`config.mk`:
```
export PLATFORM = sky130hd
export DESIGN_NAME = ahb_mem_arbiter
export DESIGN_NICKNAME = d
export VERILOG_FILES = /design/src/rtl/ahb_mem_arbiter.sv
export SDC_FILE = /design/constraint.sdc
export NUM_CORES = 1
export LEC_CHECK = 0
export CORE_MARGIN = 4
export CORE_UTILIZATION = 34
export CTS_CLUSTER_SIZE = 24
export DETAILED_ROUTE_END_ITERATION = 12
export PLACE_DENSITY_LB_ADDON = 0.15
export SYNTH_ARGS = -nofsm -noshare
export SYNTH_HDL_FRONTEND = slang
export SYNTH_SLANG_ARGS = --single-unit
```
`constraint.sdc`:
```
create_clock -name HCLK -period 3 [get_ports HCLK]
set_clock_uncertainty 0.15 [all_clocks]
set_input_delay 0.45 -clock HCLK [delete_from_list [all_inputs] [get_ports HCLK]]
set_output_delay 0.45 -clock HCLK [all_outputs]
set_load 0.05 [all_outputs]
```
`src/rtl/ahb_mem_arbiter.sv`:
```
// Two-master AHB-Lite arbiter in front of one zero-wait memory.
// A losing request is parked in a hold register and replayed ahead of new traffic.
module ahb_mem_arbiter (
    input  logic        HCLK,
    input  logic        HRESET,
    input  logic [31:0] M0_HADDR,
    input  logic [1:0]  M0_HTRANS,
    input  logic        M0_HWRITE,
    input  logic [2:0]  M0_HSIZE,
    input  logic [31:0] M0_HWDATA,
    output logic [31:0] M0_HRDATA,
    output logic        M0_HREADY,
    input  logic [31:0] M1_HADDR,
    input  logic [1:0]  M1_HTRANS,
    input  logic        M1_HWRITE,
    input  logic [2:0]  M1_HSIZE,
    input  logic [31:0] M1_HWDATA,
    output logic [31:0] M1_HRDATA,
    output logic        M1_HREADY,
    output logic [31:0] S_HADDR,
    output logic [1:0]  S_HTRANS,
    output logic        S_HWRITE,
    output logic [2:0]  S_HSIZE,
    output logic [31:0] S_HWDATA,
    input  logic [31:0] S_HRDATA,
    output logic        S_HREADY,
    output logic [1:0]  grant_owner,
    output logic [15:0] stall_cnt
);

    typedef enum logic [1:0] {PS_IDLE, PS_HELD, PS_HDATA} port_state_t;

    logic [1:0][31:0] m_haddr;
    logic [1:0][1:0]  m_htrans;
    logic [1:0]       m_hwrite;
    logic [1:0][2:0]  m_hsize;
    logic [1:0][31:0] m_hrdata;

    logic [1:0][31:0] sel_addr;
    logic [1:0]       sel_write;
    logic [1:0][2:0]  sel_size;

    logic [1:0] live;
    logic [1:0] held;
    logic [1:0] hready;
    logic [1:0] win;
    logic [1:0] dp_eff;

    logic        rr_favor_m1_reg;
    logic [1:0]  dp_owner_reg;
    logic [15:0] stall_cnt_reg;
    logic [16:0] stall_sum;

    assign m_haddr  = {M1_HADDR, M0_HADDR};
    assign m_htrans = {M1_HTRANS, M0_HTRANS};
    assign m_hwrite = {M1_HWRITE, M0_HWRITE};
    assign m_hsize  = {M1_HSIZE, M0_HSIZE};

    // Reset masks every request and data-phase owner so outputs are quiet during reset.
    assign dp_eff = HRESET ? 2'b00 : dp_owner_reg;

    generate
        for (genvar gi = 0; gi < 2; gi++) begin : g_port
            port_state_t state_reg;
            port_state_t state_next;
            logic [31:0] hold_addr_reg;
            logic        hold_write_reg;
            logic [2:0]  hold_size_reg;

            assign held[gi]   = !HRESET && (state_reg == PS_HELD);
            assign hready[gi] = !held[gi];
            assign live[gi]   = !HRESET && hready[gi] && m_htrans[gi][1];

            assign sel_addr[gi]  = held[gi] ? hold_addr_reg  : m_haddr[gi];
            assign sel_write[gi] = held[gi] ? hold_write_reg : m_hwrite[gi];
            assign sel_size[gi]  = held[gi] ? hold_size_reg  : m_hsize[gi];
            assign m_hrdata[gi]  = dp_eff[gi] ? S_HRDATA : 32'h0;

            always_comb begin
                state_next = PS_IDLE;
                case (state_reg)
                    PS_HELD: state_next = win[gi] ? PS_HDATA : PS_HELD;
                    default: state_next = (live[gi] && !win[gi]) ? PS_HELD : PS_IDLE;
                endcase
            end

            always_ff @(posedge HCLK) begin
                if (HRESET) begin
                    state_reg      <= PS_IDLE;
                    hold_addr_reg  <= 32'h0;
                    hold_write_reg <= 1'b0;
                    hold_size_reg  <= 3'b000;
                end else begin
                    state_reg <= state_next;
                    if (live[gi] && !win[gi]) begin
                        hold_addr_reg  <= m_haddr[gi];
                        hold_write_reg <= m_hwrite[gi];
                        hold_size_reg  <= m_hsize[gi];
                    end
                end
            end
        end
    endgenerate

    // Held requests outrank live ones; equal-class ties go to the port not served last.
    always_comb begin
        win = 2'b00;
        if (held != 2'b00) begin
            if (held == 2'b11) win = rr_favor_m1_reg ? 2'b10 : 2'b01;
            else               win = held;
        end else if (live == 2'b11) begin
            win = rr_favor_m1_reg ? 2'b10 : 2'b01;
        end else begin
            win = live;
        end
    end

    always_comb begin
        S_HTRANS = 2'b00;
        S_HADDR  = 32'h0;
        S_HWRITE = 1'b0;
        S_HSIZE  = 3'b000;
        if (win[1]) begin
            S_HTRANS = 2'b10;
            S_HADDR  = sel_addr[1];
            S_HWRITE = sel_write[1];
            S_HSIZE  = sel_size[1];
        end else if (win[0]) begin
            S_HTRANS = 2'b10;
            S_HADDR  = sel_addr[0];
            S_HWRITE = sel_write[0];
            S_HSIZE  = sel_size[0];
        end
    end

    assign S_HWDATA    = dp_eff[1] ? M1_HWDATA : (dp_eff[0] ? M0_HWDATA : 32'h0);
    assign M0_HRDATA   = m_hrdata[0];
    assign M1_HRDATA   = m_hrdata[1];
    assign M0_HREADY   = hready[0];
    assign M1_HREADY   = hready[1];
    assign S_HREADY    = 1'b1;
    assign grant_owner = win;
    assign stall_cnt   = stall_cnt_reg;

    assign stall_sum = {1'b0, stall_cnt_reg} + {16'h0, ~hready[0]} + {16'h0, ~hready[1]};

    always_ff @(posedge HCLK) begin
        if (HRESET) begin
            rr_favor_m1_reg <= 1'b0;
            dp_owner_reg    <= 2'b00;
            stall_cnt_reg   <= 16'h0;
        end else begin
            dp_owner_reg <= win;
            if (win == 2'b01) rr_favor_m1_reg <= 1'b1;
            if (win == 2'b10) rr_favor_m1_reg <= 1'b0;
            stall_cnt_reg <= stall_sum[16] ? 16'hFFFF : stall_sum[15:0];
        end
    end

endmodule

```
==> impl_metrics.py, run 1 <==
metrics = {
    "final_layout": {
        "nNetsFinal": 1157,
        "largest_reg_flops": 64,
        "final_area_mm2": 0.0103,
        "area_growth_pct": 89.6,
        "drive_above_1_share_pct": 19.4,
        "n_fill_cell": 1333,
        "final_common_cell": "clkdlybuf4s50_1",
        "multi_input_area_mm2": 0.00322,
        "seqCellArea_mm2": 0.00190,
        "layout_common_cells": "clkdlybuf4s50_1 (186), nand2_1 (147), buf_12 (122), dfxtp_1 (95), mux2i_1 (72)",
    },
    "global_route": {
        "grt_usage_pct": 25.5,
        "grt_pass1_wl_um": 35200,
        "antenna_found_initial": 8,
        "grt_start_max_net_pins": 65,
        "gr-total-overflow": 0,
        "grt_pass1_vias": 5754,
    },
    "timing": {
        "rsz0062_at_grt": "no",
        "whs_ps": 297,
        "setup-tns-final_ps": 0,
        "max_freq_mhz": 354,
        "worstMarginPinSlew_ps": 519,
        "slew_violations": 0,
        "setup_viol": 0,
        "fin_crit_sh_pct": 94.1,
        "fin_crit_ps": 2820,
        "timing.slew.headroom_pct": 65.3,
        "hold_viol": 0,
    },
    "clock_tree": {
        "root_buffer": "clkbuf_16",
        "cts_inserted_buffers": 9,
        "clock_sinks": 95,
        "insertion_delay_ps": 340,
        "cts_max_path_buffers": 2,
        "postCtsSetupBuffers": 0,
        "cts_tree": "built",
        "ctsHtreeMaxLevel": 3,
        "clk_pin_slew_ps": 60,
    },
    "drt": {
        "top_layer_used": "met5",
        "finalWirelength_um": 24000,
        "vias": 6047,
        "wl_met2_um": 12200,
        "routedWlPerCell_um": 19.9,
        "first_pass_iters": 5,
        "met1_length_um": 8680,
        "drt_iter0_markers": 296,
        "ant_nets": 0,
        "route.met3.wl_um": 2500,
        "post_drt_via_cell_ratio": 5.02,
        "drcViolationCount": 0,
    },
    "pwr": {
        "ir_worst_vdd_uv": 286,
        "switching_power_mw": 1.31,
        "power_frac_seq_pct": 34.1,
        "switching_share_pct": 33.3,
        "p_int_mw": 2.63,
        "p_clk_share_pct": 27.1,
        "p_leak_nw": 4.14,
        "comb_power_share_pct": 38.8,
        "cellPowerDensity_mw_per_mm2": 382,
        "power_mw": 3.94,
    },
    "setup_path": {
        "cp-end-kind": "output port",
        "rr_startpoint": "g_port[1].state_reg[1]",
        "start_kind": "input port",
        "path_max_fanout": 14,
        "required_ps": 2400,
        "worst_ep_arrival_time_ps": 2220,
        "crit_path_start": "M1_HTRANS[1]",
        "path_class": "input port to output port",
    },
    "synth": {
        "synth.area.top_cells": "dfxtp_1 (35%), mux2i_1 (13%), nand2_1 (10%), and2_1 (7.6%), a22o_1 (5.1%)",
        "ys_warn_count": 0,
        "syn_area_mm2": 0.00545,
        "synth_top_cell_area_share_pct": 34.9,
        "netlist_instances": 680,
        "synth.distinct_cells": 47,
        "ys_ff_latch": 95,
        "synth-seq-area-share_pct": 34.9,
        "syn_avg_cell_area_um2": 8.01,
        "synth_top_area_cell": "dfxtp_1",
        "synth_fp_nets": 856,
        "synth_edf_count": 0,
        "async_reset_ff_share_pct": 0,
        "ys.flop_type": "dfxtp_1",
    },
    "place": {
        "placed_area_mm2": 0.0100,
        "place_hpwl_um": 18900,
        "gp_congestion": 0.850,
        "io_buffers": 324,
    },
    "die": {
        "row_count": 46,
        "pin_count": 329,
        "dieArea_mm2": 0.0181,
        "die_y_um": 135,
        "core_mm2": 0.0158,
        "initial_core_util_pct": 34.5,
        "chipWidth_um": 135,
    },
    "min_path": {
        "min-delay-start": "g_port[1].hold_addr_reg[1]",
        "hold_path.class": "flop to flop",
    },
    "run": {
        "cap_violations": 0,
    },
    "status": {
        "outcome": "completed",
    },
}
[kinds of logic (layout without fill, tap and decap cells)]
logic type	Yosys count	in the layout	synth area share (%)
simple gates	249	249	22.0
compound gates	179	179	21.2
flops	95	95	34.9
mux	72	72	13.2
buf+inv	72	378	6.68
xor+xnor	9	9	1.45
fa+ha+maj	2	2	0.459
other cells	2	5	0.138
[cells in the mapped netlist, types with 2 or more instances]
cell type	number
a22o_1	32
a21oi_1	51
nand4_1	4
clkbuf_1	27
ha_1	2
nand2b_1	3
xor2_1	8
o22ai_1	36
and3_1	2
nand3_1	6
o21ai_0	36
buf_4	3
nor2_1	4
o211ai_1	2
inv_1	12
and4_1	2
dfxtp_1	95
buf_1	3
and2_1	66
mux2i_1	72
buf_2	18
nor2b_1	5
a31oi_1	4
buf_6	8
conb_1	2
or3_1	3
o21ai_1	7
nand2_1	148
[worst paths after layout]
check / endpoint / slack, ps / cells past startpoint
setup / recovery: S_HADDR[28] / 180 / 7
hold / removal: g_port[1].hold_addr_reg[1] / 300 / 2
setup reg to reg: stall_cnt[15] / 490 / 11
hold reg to reg: g_port[1].hold_addr_reg[1] / 300 / 2
[routing by layer]
metal / GRT usage, % / up-vias
met1: 28.5 / 2780
li1: - / 2977
met2: 44.0 / 240
met4: 8.20 / 12
met5: 0 / -
met3: 10.8 / 38
[cell type report]
class                           instances  area share [%]
Timing Repair Buffer                  349            44.6
Multi-Input combinational cell        513            31.2
Sequential cell                        95            18.4
Tap cell                              216            2.62
Clock buffer                           13            2.42
Inverter                               13           0.472
Clock inverter                          3           0.182
Antenna cell                            3          0.0727
[metrics by stage]
step	setup slack, ps	instances	util (%)
6_report	176	1205	65.5
5_1_grt	17.4	1204	65.5
4_1_cts	131	1202	65.4
3_5_place_dp	222	1186	63.7
3_3_place_gp	219	1186	63.7
2_1_floorplan	1.94	680	-
[repair_timing]
action / CTS / global route
endpoints found under the hold margin: 0 / 0
hold buffers: 0 / 0
endpoints found under the setup margin: 0 / 1
gates resized for setup: 0 / 2
[critical path, cell delays in order]
cell and delay, ps:
clkdlybuf4s50_1 450, inv_1 90, o21ai_0 120, a211o_1 380
buf_4 220, o22ai_1 320, buf_12 190
[power by group through the flow]
stage / registers [mW] / clock network [mW] / logic, mW
global route: 1.35 / 1.15 / 1.60
floorplan: 1.37 / 0 / 0.712
CTS: 1.34 / 1.10 / 1.54
global placement: 1.37 / 0 / 1.53
detailed placement: 1.37 / 0 / 1.53
finish: 1.34 / 1.07 / 1.53
(Power assumes the default switching activity.)
==> inputs of run 2 (changes only) <==
Settings changed: RECOVER_POWER set to 100, SKIP_LAST_GASP set to 1.
==> impl_metrics.py, run 2 (synthesis gave the netlist of run 1 again) <==
metrics = {
    "final_layout": {
        "n_fill_cell": 1438,
        "largest_reg_flops": 64,
        "final_common_cell": "clkdlybuf4s50_1",
        "nNetsFinal": 1157,
        "layout_common_cells": "clkdlybuf4s50_1 (169), nand2_1 (148), dfxtp_1 (95), mux2i_1 (72), buf_12 (71)",
        "drive_above_1_share_pct": 18.5,
        "instances_no_fill": 1205,
        "multi_input_area_mm2": 0.00316,
        "seqCellArea_mm2": 0.00190,
        "area_growth_pct": 74.6,
    },
    "setup_path": {
        "reg2reg_depth": 11,
        "required_ps": 2400,
        "path_max_fanout": 64,
        "reg2reg_setup_slack_ps": 240,
        "r2r-end": "stall_cnt[15]",
        "path_class": "input port to output port",
        "start_kind": "input port",
        "rr_startpoint": "g_port[1].state_reg[1]",
        "cp-end-kind": "output port",
        "worst_ep_arrival_time_ps": 2260,
    },
    "timing": {
        "slew_violations": 0,
        "timing.slew.headroom_pct": 13.3,
        "worstMarginPinSlew_ps": 1300,
        "hold_viol": 0,
        "fin_crit_ps": 2860,
        "setup_viol": 0,
        "max_freq_mhz": 350,
        "setup-tns-final_ps": 0,
        "fin_crit_sh_pct": 95.3,
        "rsz0062_at_grt": "no",
    },
    "global_route": {
        "grt_pass1_vias": 5754,
        "grt_pass1_wl_um": 35200,
        "antenna_found_initial": 8,
        "gr-total-overflow": 0,
        "grt_start_max_net_pins": 65,
        "grt_usage_pct": 25.5,
    },
    "die": {
        "core_mm2": 0.0158,
        "row_count": 46,
        "chipWidth_um": 135,
        "pin_count": 329,
        "initial_core_util_pct": 34.5,
        "dieArea_mm2": 0.0181,
        "die_y_um": 135,
    },
    "clock_tree": {
        "postCtsSetupBuffers": 0,
        "insertion_delay_ps": 340,
        "ctsHtreeMaxLevel": 3,
        "clock_sinks": 95,
        "cts_max_path_buffers": 2,
        "root_buffer": "clkbuf_16",
        "cts_tree": "built",
        "cts_inserted_buffers": 9,
        "clk_pin_slew_ps": 70,
    },
    "drt": {
        "drcViolationCount": 0,
        "post_drt_via_cell_ratio": 5.01,
        "routedWlPerCell_um": 20.0,
        "ant_nets": 0,
        "finalWirelength_um": 24100,
        "drt_iter0_markers": 287,
        "vias": 6038,
        "first_pass_iters": 4,
    },
    "pwr": {
        "ir_worst_vdd_uv": 282,
        "power_mw": 3.74,
        "p_leak_nw": 3.90,
        "cellPowerDensity_mw_per_mm2": 393,
    },
    "min_path": {
        "min_to": "stall_cnt[1]",
        "min_path_cells": 2,
        "min-delay-start": "HRESET",
        "hold_path.class": "input port to flop",
    },
    "place": {
        "io_buffers": 324,
        "gp_congestion": 0.850,
        "dp_cells": 1186,
        "place_hpwl_um": 18900,
    },
    "run": {
        "cap_violations": 0,
    },
    "status": {
        "outcome": "completed",
    },
}
run 2: cell count changes in the layout (fill, tap and decap cells not counted), sizes merged:
cell           before  now
buf               163  101
dlygate4sd3         0   17
clkdlybuf4s50     186  169
clkdlybuf4s15       0    6
clkbuf             13   69
run 2: report_power, final:
| part | leakage (nW) | internal (mW) | switching [mW] |
|---|---|---|---|
| Clock | 0.134 | 0.585 | 0.481 |
| Combinational | 3.00 | 0.564 | 0.768 |
| Sequential | 0.772 | 1.31 | 0.0282 |
| Total | 3.90 | 2.46 | 1.28 |
run 2: metal layers:
metal / global-route usage (%) / wire length, um / up-vias
met1: 28.5 / 9000 / 2787
li1: - / - / 2972
met3: 10.8 / 2410 / 36
met4: 8.20 / 538 / 12
met5: 0 / 80 / -
met2: 44.0 / 12100 / 231
run 2: worst max-delay path, stage by stage:
cell and delay [ps]:
buf_2 170, clkbuf_2 230, nor2b_4 130, clkbuf_4 560, a22o_1 360, clkbuf_2 320
run 2: layout make-up:
class	instances	share of cell area, %
Clock inverter	3	0.197
Tap cell	216	2.84
Clock buffer	13	2.63
Timing Repair Buffer	349	40.5
Sequential cell	95	20.0
Multi-Input combinational cell	513	33.3
Antenna cell	3	0.0789
Inverter	13	0.513
run 2: repair_timing:
| item | in CTS | in global routing |
|---|---|---|
| hold buffers | 0 | 0 |
| gates resized for setup | 0 | 2 |
| setup endpoints to repair | 0 | 1 |
run 2: worst max-delay path by stage:
stage / start / endpoint / slack, ps
floorplan: HRESET / stall_cnt[11] / 2
global placement: M1_HTRANS[1] / S_HADDR[28] / 220
detailed placement: M1_HTRANS[1] / S_HADDR[28] / 220
CTS: g_port[1].state_reg[1] / S_HADDR[28] / 130
global route: M1_HTRANS[1] / S_HADDR[14] / 10
finish: HRESET / S_HWDATA[29] / 140
run 2: per-stage QoR:
stage                     utilization [%]  instance area (um^2)  hold WS (ps)  setup WS, ps
final                                60.3                  9510           273           142
after global placement               63.7                 10000           285           219
after floorplan                         -                  5470           278          1.94
after global routing                 60.3                  9510           280          11.9
after CTS                            65.4                 10300           278           131
after detailed placement             63.7                 10000           292           222
==> edit: new RTL, flow settings as in run 1 <==
Register the output `stall_cnt` once more, with the module's reset; this adds one clock of latency there. The other outputs are not delayed to match.
--- a/src/rtl/ahb_mem_arbiter.sv
+++ b/src/rtl/ahb_mem_arbiter.sv
@@ -140,7 +140,13 @@
     assign M1_HREADY   = hready[1];
     assign S_HREADY    = 1'b1;
     assign grant_owner = win;
-    assign stall_cnt   = stall_cnt_reg;
+    always_ff @(posedge HCLK) begin
+        if (HRESET) begin
+            stall_cnt <= '0;
+        end else begin
+            stall_cnt <= stall_cnt_reg;
+        end
+    end
 
     assign stall_sum = {1'b0, stall_cnt_reg} + {16'h0, ~hready[0]} + {16'h0, ~hready[1]};
 
Formal check against the unedited RTL: not equivalent (Yosys sat finds a counterexample within 4 cycles, from zero or initial values and one cycle with HRESET high).
==> edit against run 1 <==
Utilization up 0.13 points; global-route usage down 0.29 points; sequential share of layout area up 1.9 points; cell count up 2.5%; routed wire length up 3.9%; total power up 14%; sequential power up 17%; synthesized area up 6.0%; cell area up 5.7%; non-clock buffer count down 5; sequential cell count up 16; setup slack worse by 0.028 ns; via count up 2.9%.
==> edit: results (changes against run 1) <==
[setup_path]
rrSetupSlack_ns = 0.19  ; was 0.49 ns
ff2ff_path_depth = 9  ; was 11
cp_data_arrival_time_ns = 2.25  ; was 2.22 ns
worst_r2r_end = stall_cnt_reg[14]  ; was stall_cnt[15]
critical_path_peak_fanout = 20  ; was 14
setup.worst_path.end = S_HADDR[31]  ; was S_HADDR[28]

[route]
wl_per_cell_um = 20.2  ; was 19.9 um
drt-pass1-iter-count = 4  ; was 5
drt-vias-per-instance = 5.04  ; was 5.02

[synth]
synth_sequential_area_ratio_pct = 38.5  ; was 34.9%
synth_commonest_cells = 149 x nand2_1, 111 x dfxtp_1, 72 x mux2i_1  ; was 148 x nand2_1, 95 x dfxtp_1, 72 x mux2i_1
synthesis.instances = 714  ; was 680
synthTopCellsByArea = dfxtp_1 38%, mux2i_1 12%, nand2_1 9.7%, and2_1 7.0%, a22o_1 4.9%  ; was dfxtp_1 35%, mux2i_1 13%, nand2_1 10%, and2_1 7.6%, a22o_1 5.1%
synth_cell_types = 43  ; was 47
synth_nets = 890  ; was 856

[global_routing]
grt_pass1_wl_um = 37600  ; was 35,200 um
grt_use_total_pct = 25.2  ; was 25.5%
antenna_found_initial = 0  ; was 8
first_global_vias = 6003  ; was 5,754

[cts]
path_clk_slew_ns = 0.08  ; was 0.06 ns
worstSkewPairLatency_ns = 0.36  ; was 0.34 ns

[outcome]
run_status = completed  ; unchanged

[placement]
setup_slack_at_placement_ns = 0.157  ; was 0.222 ns
dpl_cell_area_mm2 = 0.0106  ; was 0.0100 mm^2
place.gp.congestion = 0.873  ; was 0.850

[timing]
finalHoldWorstSlack_ns = 0.301  ; was 0.297 ns
timing.fmax_mhz = 351  ; was 354 MHz
slew-limit-headroom_pct = 51.4  ; was 65.3%

[final_layout]
final.fill_count = 1331  ; was 1,333
num-nets-final = 1185  ; was 1,157

[min_path]
min-delay-start = g_port[1].hold_addr_reg[4]  ; was g_port[1].hold_addr_reg[1]
holdPathEnd = g_port[1].hold_addr_reg[4]  ; was g_port[1].hold_addr_reg[1]

[pwr]
power.sequential.fraction_pct = 34.8  ; was 34.1%
p_leak_nw = 4.32  ; was 4.14 nW
power_density_mw_per_mm2 = 413  ; was 382 mW/mm^2
ir_worst_vdd_v = 0.000315  ; was 0.000286 V
netSwitchingFraction_pct = 34.0  ; was 33.3%

-- edit: cell types whose count changed after synthesis, sizes merged, moves of 4 or more --
cell / before / now
buf: 32 / 26
dfxtp: 95 / 111
nor2b: 5 / 17
nor2: 4 / 8
clkbuf: 27 / 34
-- edit: critical path: stages --
cell,delay [ns]
clkdlybuf4s50_1,0.41
inv_1,0.18
o21ai_0,0.16
a211o_1,0.37
buf_4,0.24
o22ai_1,0.26
buf_12,0.18
-- edit: metal layers --
metal  wire length [um]  vias to the layer above  global-route usage [%]
met4                190                        0                    4.06
met1              10200                     2934                    31.1
li1                   -                     3045                       -
met3               1660                       10                    6.25
met2              12800                      234                    45.2
met5                  0                        -                       0
-- edit: area by class of cell --
| class | count | area, um^2 | share of cell area (%) |
|---|---|---|---|
| Antenna cell | 1 | 2.50 | 0.0229 |
| Clock buffer | 11 | 253 | 2.31 |
| Clock inverter | 5 | 61.3 | 0.561 |
| Inverter | 15 | 56.3 | 0.515 |
| Multi-Input combinational cell | 528 | 3280 | 30.0 |
| Sequential cell | 111 | 2220 | 20.3 |
| Tap cell | 220 | 275 | 2.52 |
| Timing Repair Buffer | 344 | 4770 | 43.7 |
-- edit: logic make-up (layout without fill, tap and decap cells) --
kind of cell,count (synthesis),in the layout,synth area share (%)
compound gates,177,177,19.3
xor+xnor,9,9,1.36
other cells,2,3,0.130
simple gates,265,265,22.1
flops,111,111,38.5
buf+inv,75,375,5.59
mux,73,73,12.7
fa+ha+maj,2,2,0.433
